**config.mk**
```make
export PLATFORM = sky130hd
export DESIGN_NAME = ni_rx_buffer
export DESIGN_NICKNAME = d
export VERILOG_FILES = /design/src/rtl/ni_rx_buffer.sv
export SDC_FILE = /design/constraint.sdc
export NUM_CORES = 1
export LEC_CHECK = 0
export BUFFER_PORTS_ARGS = -buffer_cell sky130_fd_sc_hd__buf_2
export CELL_PAD_IN_SITES_DETAIL_PLACEMENT = 0
export CELL_PAD_IN_SITES_GLOBAL_PLACEMENT = 1
export CORE_ASPECT_RATIO = 0.7
export CORE_MARGIN = 3
export CORE_UTILIZATION = 46
export CTS_CLUSTER_DIAMETER = 80
export DETAILED_ROUTE_END_ITERATION = 10
export PLACE_DENSITY = 0.78
export SLEW_MARGIN = 20
export SYNTH_ARGS = -nofsm -noshare
export SYNTH_HDL_FRONTEND = slang
export SYNTH_SLANG_ARGS = --single-unit
export TNS_END_PERCENT = 1
```
**constraint.sdc**
```tcl
create_clock -name clock -period 4.5 [get_ports clock]
set_input_delay 0.675 -clock clock [delete_from_list [all_inputs] [get_ports clock]]
set_output_delay 0.675 -clock clock [all_outputs]
set_load 0.05 [all_outputs]
```
**src/rtl/ni_rx_buffer.sv**
```systemverilog
// ni_rx_buffer
//   Receive-side network-interface buffer between the router local output
//   port and the ddma receive engine. Accepts flits under credit-based flow
//   control into a circular FIFO. It parses packet framing (header, size,
//   payload) and tags every stored flit with start/end-of-packet. It also
//   counts how many complete packets are held, so the ddma arbiter only
//   grants the memory bus when a whole packet can be drained.
//
// Ports
//   clock      : system clock, rising edge
//   reset      : asynchronous active-low reset
//   rx         : router presents a flit this cycle
//   data_in    : flit from router
//   credit_out : buffer can accept a flit this cycle
//   out_valid  : head flit available to ddma
//   out_data   : head flit
//   out_sop    : head flit is a header flit
//   out_eop    : head flit is the last flit of its packet
//   out_ready  : ddma consumes head flit
//   pkt_avail  : at least one complete packet is buffered
//   pkt_count  : number of complete packets buffered
//   overflow   : sticky, a flit arrived while credit_out was 0
module ni_rx_buffer #(
  parameter int FLIT_WIDTH = 16,
  parameter int DEPTH      = 8
) (
  input  logic                       clock,
  input  logic                       reset,
  input  logic                       rx,
  input  logic [FLIT_WIDTH-1:0]      data_in,
  output logic                       credit_out,
  output logic                       out_valid,
  output logic [FLIT_WIDTH-1:0]      out_data,
  output logic                       out_sop,
  output logic                       out_eop,
  input  logic                       out_ready,
  output logic                       pkt_avail,
  output logic [$clog2(DEPTH+1)-1:0] pkt_count,
  output logic                       overflow
);

  localparam int AW = $clog2(DEPTH);
  localparam int CW = $clog2(DEPTH+1);
  localparam int EW = FLIT_WIDTH + 2;

  typedef enum logic [1:0] {
    P_HEADER  = 2'd0,
    P_SIZE    = 2'd1,
    P_PAYLOAD = 2'd2
  } pstate_t;

  // Each entry is {sop, eop, flit}
  logic [EW-1:0]         mem [DEPTH];
  logic [AW-1:0]         wr_ptr;
  logic [AW-1:0]         rd_ptr;
  logic [CW-1:0]         count;
  pstate_t               pstate;
  logic [FLIT_WIDTH-1:0] remaining;

  logic                  wr_en;
  logic                  rd_en;
  logic                  tag_sop;
  logic                  tag_eop;
  logic [EW-1:0]         head;

  // Credit is derived from the registered count and the reset input, so it
  // drops the moment reset is asserted and no accepted flit can be lost.
  assign credit_out = reset && (count != CW'(DEPTH));
  assign wr_en      = rx && credit_out;
  assign out_valid  = (count != '0);
  assign rd_en      = out_valid && out_ready;

  // Storage is not reset, so the tag bits are qualified with out_valid to
  // keep out_sop/out_eop low while the FIFO is empty.
  assign head      = mem[rd_ptr];
  assign out_data  = head[FLIT_WIDTH-1:0];
  assign out_sop   = out_valid && head[FLIT_WIDTH+1];
  assign out_eop   = out_valid && head[FLIT_WIDTH];
  assign pkt_avail = (pkt_count != '0);

  // Framing tags for the flit being written, from the current parser state
  always_comb begin
    tag_sop = 1'b0;
    tag_eop = 1'b0;
    case (pstate)
      P_HEADER:  tag_sop = 1'b1;
      P_SIZE:    tag_eop = (data_in == '0);
      P_PAYLOAD: tag_eop = (remaining == FLIT_WIDTH'(1));
      default:   tag_sop = 1'b1;
    endcase
  end

  always_ff @(posedge clock) begin
    if (wr_en) begin
      mem[wr_ptr] <= {tag_sop, tag_eop, data_in};
    end
  end

  // FIFO control; pointers wrap naturally since DEPTH is a power of two
  always_ff @(posedge clock or negedge reset) begin
    if (!reset) begin
      wr_ptr    <= '0;
      rd_ptr    <= '0;
      count     <= '0;
      pkt_count <= '0;
      overflow  <= 1'b0;
    end else begin
      if (wr_en) begin
        wr_ptr <= wr_ptr + AW'(1);
      end
      if (rd_en) begin
        rd_ptr <= rd_ptr + AW'(1);
      end
      count     <= count + CW'(wr_en) - CW'(rd_en);
      pkt_count <= pkt_count + CW'(wr_en && tag_eop) - CW'(rd_en && out_eop);
      if (rx && !credit_out) begin
        overflow <= 1'b1;
      end
    end
  end

  // Packet parser, advanced only by accepted writes so dropped flits are
  // invisible to the framing.
  always_ff @(posedge clock or negedge reset) begin
    if (!reset) begin
      pstate    <= P_HEADER;
      remaining <= '0;
    end else if (wr_en) begin
      case (pstate)
        P_HEADER: begin
          pstate <= P_SIZE;
        end
        P_SIZE: begin
          remaining <= data_in;
          pstate    <= (data_in == '0) ? P_HEADER : P_PAYLOAD;
        end
        P_PAYLOAD: begin
          remaining <= remaining - FLIT_WIDTH'(1);
          if (remaining == FLIT_WIDTH'(1)) begin
            pstate <= P_HEADER;
          end
        end
        default: begin
          pstate <= P_HEADER;
        end
      endcase
    end
  end

endmodule

```
==> flow_metrics.tcl <==
set metrics [dict create \
    status "completed" \
    cts-hold-fix-buffers 0 \
    crit_family "multiplexers" \
    synth_edf_count 144 \
    die_h_um 114 \
    io-pin-count 46 \
    gr-total-overflow 0 \
    routed_via_density 5.61 \
    cp.required_ps 3830 \
    cts_root_buf "clkbuf_16" \
    grt_setup_unrepaired "false" \
    synthCells 446 \
    critical_path_depth 4 \
    critical_path_peak_fanout 23 \
    setup-tns-final_ps 0 \
    vias 4132 \
    top_signal_layer_used "met4" \
    cts_inserted_buffers 17 \
    maxSlewHeadroom_pct 47.5 \
    post_synth.cell_area_avg_um2 17.3 \
    cts_setup_buffers 0 \
    hold_viol_final 0 \
    powerDensity_nw_per_um2 676 \
    crit_arrival_ps 2680 \
    max_freq_mhz 298 \
    type_of_element_capturing_the_critical_path "output pin" \
    final_max_slew_viol_count 0 \
    number_of_antenna_violations_at_the_first_check_in_global_routing 0 \
    multi_input_comb_area_um2 2400 \
    worst-path-buf-inv 2 \
    clk_sinks 177 \
    clock-skew-final_ps 12.6 \
    timing.critical_path.cells "buf_4 -> mux4_1 -> mux2_2 -> buf_2" \
    drt.antenna.violating_nets 0 \
    critPathSlowestCell "dfrtp_2" \
    post_synthesis_async_set_or_reset_flop_share_pct 18.6 \
    syn_to_final_growth_pct 14.6 \
    detailedPlacementHpwl_um 9500 \
    pwr-share-clk_pct 25.4 \
    timing.final.setup_violations 0 \
    port_buffers 45 \
    power.leakage_nw 3.23 \
    total_switching_power_mw 2.24 \
    detail_route.drc_violations 0 \
    final.fill_count 1300 \
    syn_nets 486 \
    fraction_of_final_layout_cells_with_drive_strength_greater_than_1_pct 23.3 \
    slew_at_the_pin_with_the_worst_max_slew_slack_ps 786 \
    quantity_of_gates_resized_following_cts 0 \
    initial_utilization_pct 48.4 \
    cts_htree_levels 4 \
    wire_per_inst_um 20.4 \
    max-vdd-ir-drop_v 0.000340 \
    place.gp.congestion 0.774 \
    grt_pass1_wl_um 24000 \
    yosys_warnings 0 \
    netSwitchingFraction_pct 37.4 \
    global_route.usage.total_pct 17.3 \
    clk_pin_slew_worst_paths_ps 70 \
    fin_crit_ps 3350 \
    detail_route.wirelength.met1_um 6930 \
    reg2reg_depth 10 \
    cts.path.max_buffers 2 \
    cap_violations 0 \
    grt_pass1_vias 4293 \
    cts_tree "built" \
    synth-main-ff-cell "edfxtp_1" \
    drt_iter0_drc 307 \
    cellInternalPower_mw 3.75 \
    antenna-diode-count 0 \
    clkLatencyLatePin_ps 420 \
    grt_start_max_net_pins 43 \
    yosysSeqAreaShare_pct 66.6 \
    power.total_mw 5.99 \
    ys_seq_elements 177 \
    wl_met2_um 7300 \
    slowest_delay_ps 650 \
    post_synth_instance_area_um2 7730 \
    comb_power_share_pct 36.3 \
    crit_type "flop to output pin" \
    floorplan.rows 38 \
    timing.critical_path.from_type "flop" \
    die-area_um2 18400 \
    final_nets 543 \
    yosysUniqueCellTypes 50 \
    seq_power_share_pct 38.3 \
    route.final.wire_length_um 15000 \
    min_path_type "input pin to asynchronous set/reset pin" \
    min_period_over_period_pct 74.5 \
    core-area_um2 16000 \
    die_width_um 161 \
    seq_area_um2 5150 \
    met3_wirelength_um 739 \
    drt_pass1_iterations 4 \
]
## synthesized netlist by cell type, types with 6 or more instances
cell type  number  share of area [%]
dfrtp_1        33                 11
o22a_1          9                1.0
mux2_2         17                2.5
a21oi_1        14               0.91
clkbuf_1        9               0.44
nor2_1         18               0.87
nand2_1        20               0.97
edfxtp_1      144                 56
nand3_1         8               0.52
buf_2           7               0.45
ha_1           18                2.9
inv_1          25                1.2
nand4_1         7               0.57
nor3_1          6               0.39
mux4_1         36                 12
## power by group through the flow
stage	clock network [mW]	logic [mW]	registers, mW
5_1_grt	1.62	2.37	2.33
6_report	1.52	2.17	2.29
3_3_place_gp	0	2.16	2.31
2_1_floorplan	0	1.73	2.28
4_1_cts	1.55	2.21	2.29
3_5_place_dp	0	2.20	2.32
## worst paths after layout
path                            from           end  slack (ps)
max                        rd_ptr[0]  out_data[15]        1150
min                            reset     pstate[1]         330
max reg2reg                 count[2]  pkt_count[2]        1560
min reg2reg                 overflow      overflow         460
max in group asynchronous      reset     rd_ptr[0]        3800
min in group clock          overflow      overflow         460
## state kept, by name, indices dropped and copies added, names as in the netlist
signal     flops
mem          144
remaining     16
count          4
pkt_count      4
rd_ptr         3
wr_ptr         3
pstate         2
overflow       1
## cell type report
cell class	instances	area share, %
Clock buffer	19	4.89
Clock inverter	13	1.99
Inverter	25	1.06
Multi-Input combinational cell	223	27.1
Sequential cell	177	58.1
Tap cell	220	3.11
Timing Repair Buffer	59	3.73
## layer usage
metal	vias to the layer above	global-route usage (%)
li1	1911	-
met1	2119	24.0
met2	98	28.3
met3	4	3.72
met4	0	4.81
met5	-	0
## metrics by stage
step / hold slack [ps] / instances / utilization, % / instance area [um2] / setup slack [ps]
2_1_floorplan: 379 / 446 / - / 7730 / 929
3_3_place_gp: 432 / 704 / 51.6 / 8250 / 1430
3_5_place_dp: 451 / 704 / 51.6 / 8250 / 1440
4_1_cts: 352 / 736 / 55.5 / 8860 / 1100
5_1_grt: 381 / 736 / 55.5 / 8860 / 1030
6_report: 332 / 736 / 55.5 / 8860 / 1150
## cells by family after synthesis
logic type,count (synthesis),share of synthesized area [%]
AOI/OAI and AO/OA,53,4.78
xor gates and xnor gates,8,0.906
adders and majority gates,20,3.43
buffers and inverters,46,2.83
DFF,177,66.6
muxes,57,15.2
and+or+nand+nor,85,6.18
## cell usage in the layout (no fill, tap or decap), types with 4 or more instances in the layout
master | synthesis | routed
a21oi_1 | 14 | 14
a2bb2oi_1 | 4 | 4
buf_2 | 7 | 45
buf_4 | 0 | 14
clkbuf_16 | 0 | 17
dfrtp_1 | 33 | 32
edfxtp_1 | 144 | 144
ha_1 | 18 | 18
inv_1 | 25 | 25
mux2_2 | 17 | 17
mux4_1 | 36 | 36
nand2_1 | 20 | 20
nand3_1 | 8 | 8
nand4_1 | 7 | 7
nor2_1 | 18 | 18
nor3_2 | 1 | 4
nor4_1 | 5 | 4
o21ai_0 | 5 | 5
o22a_1 | 9 | 9
xnor2_1 | 4 | 4
xor2_1 | 4 | 4
(Power assumes the default switching activity.)
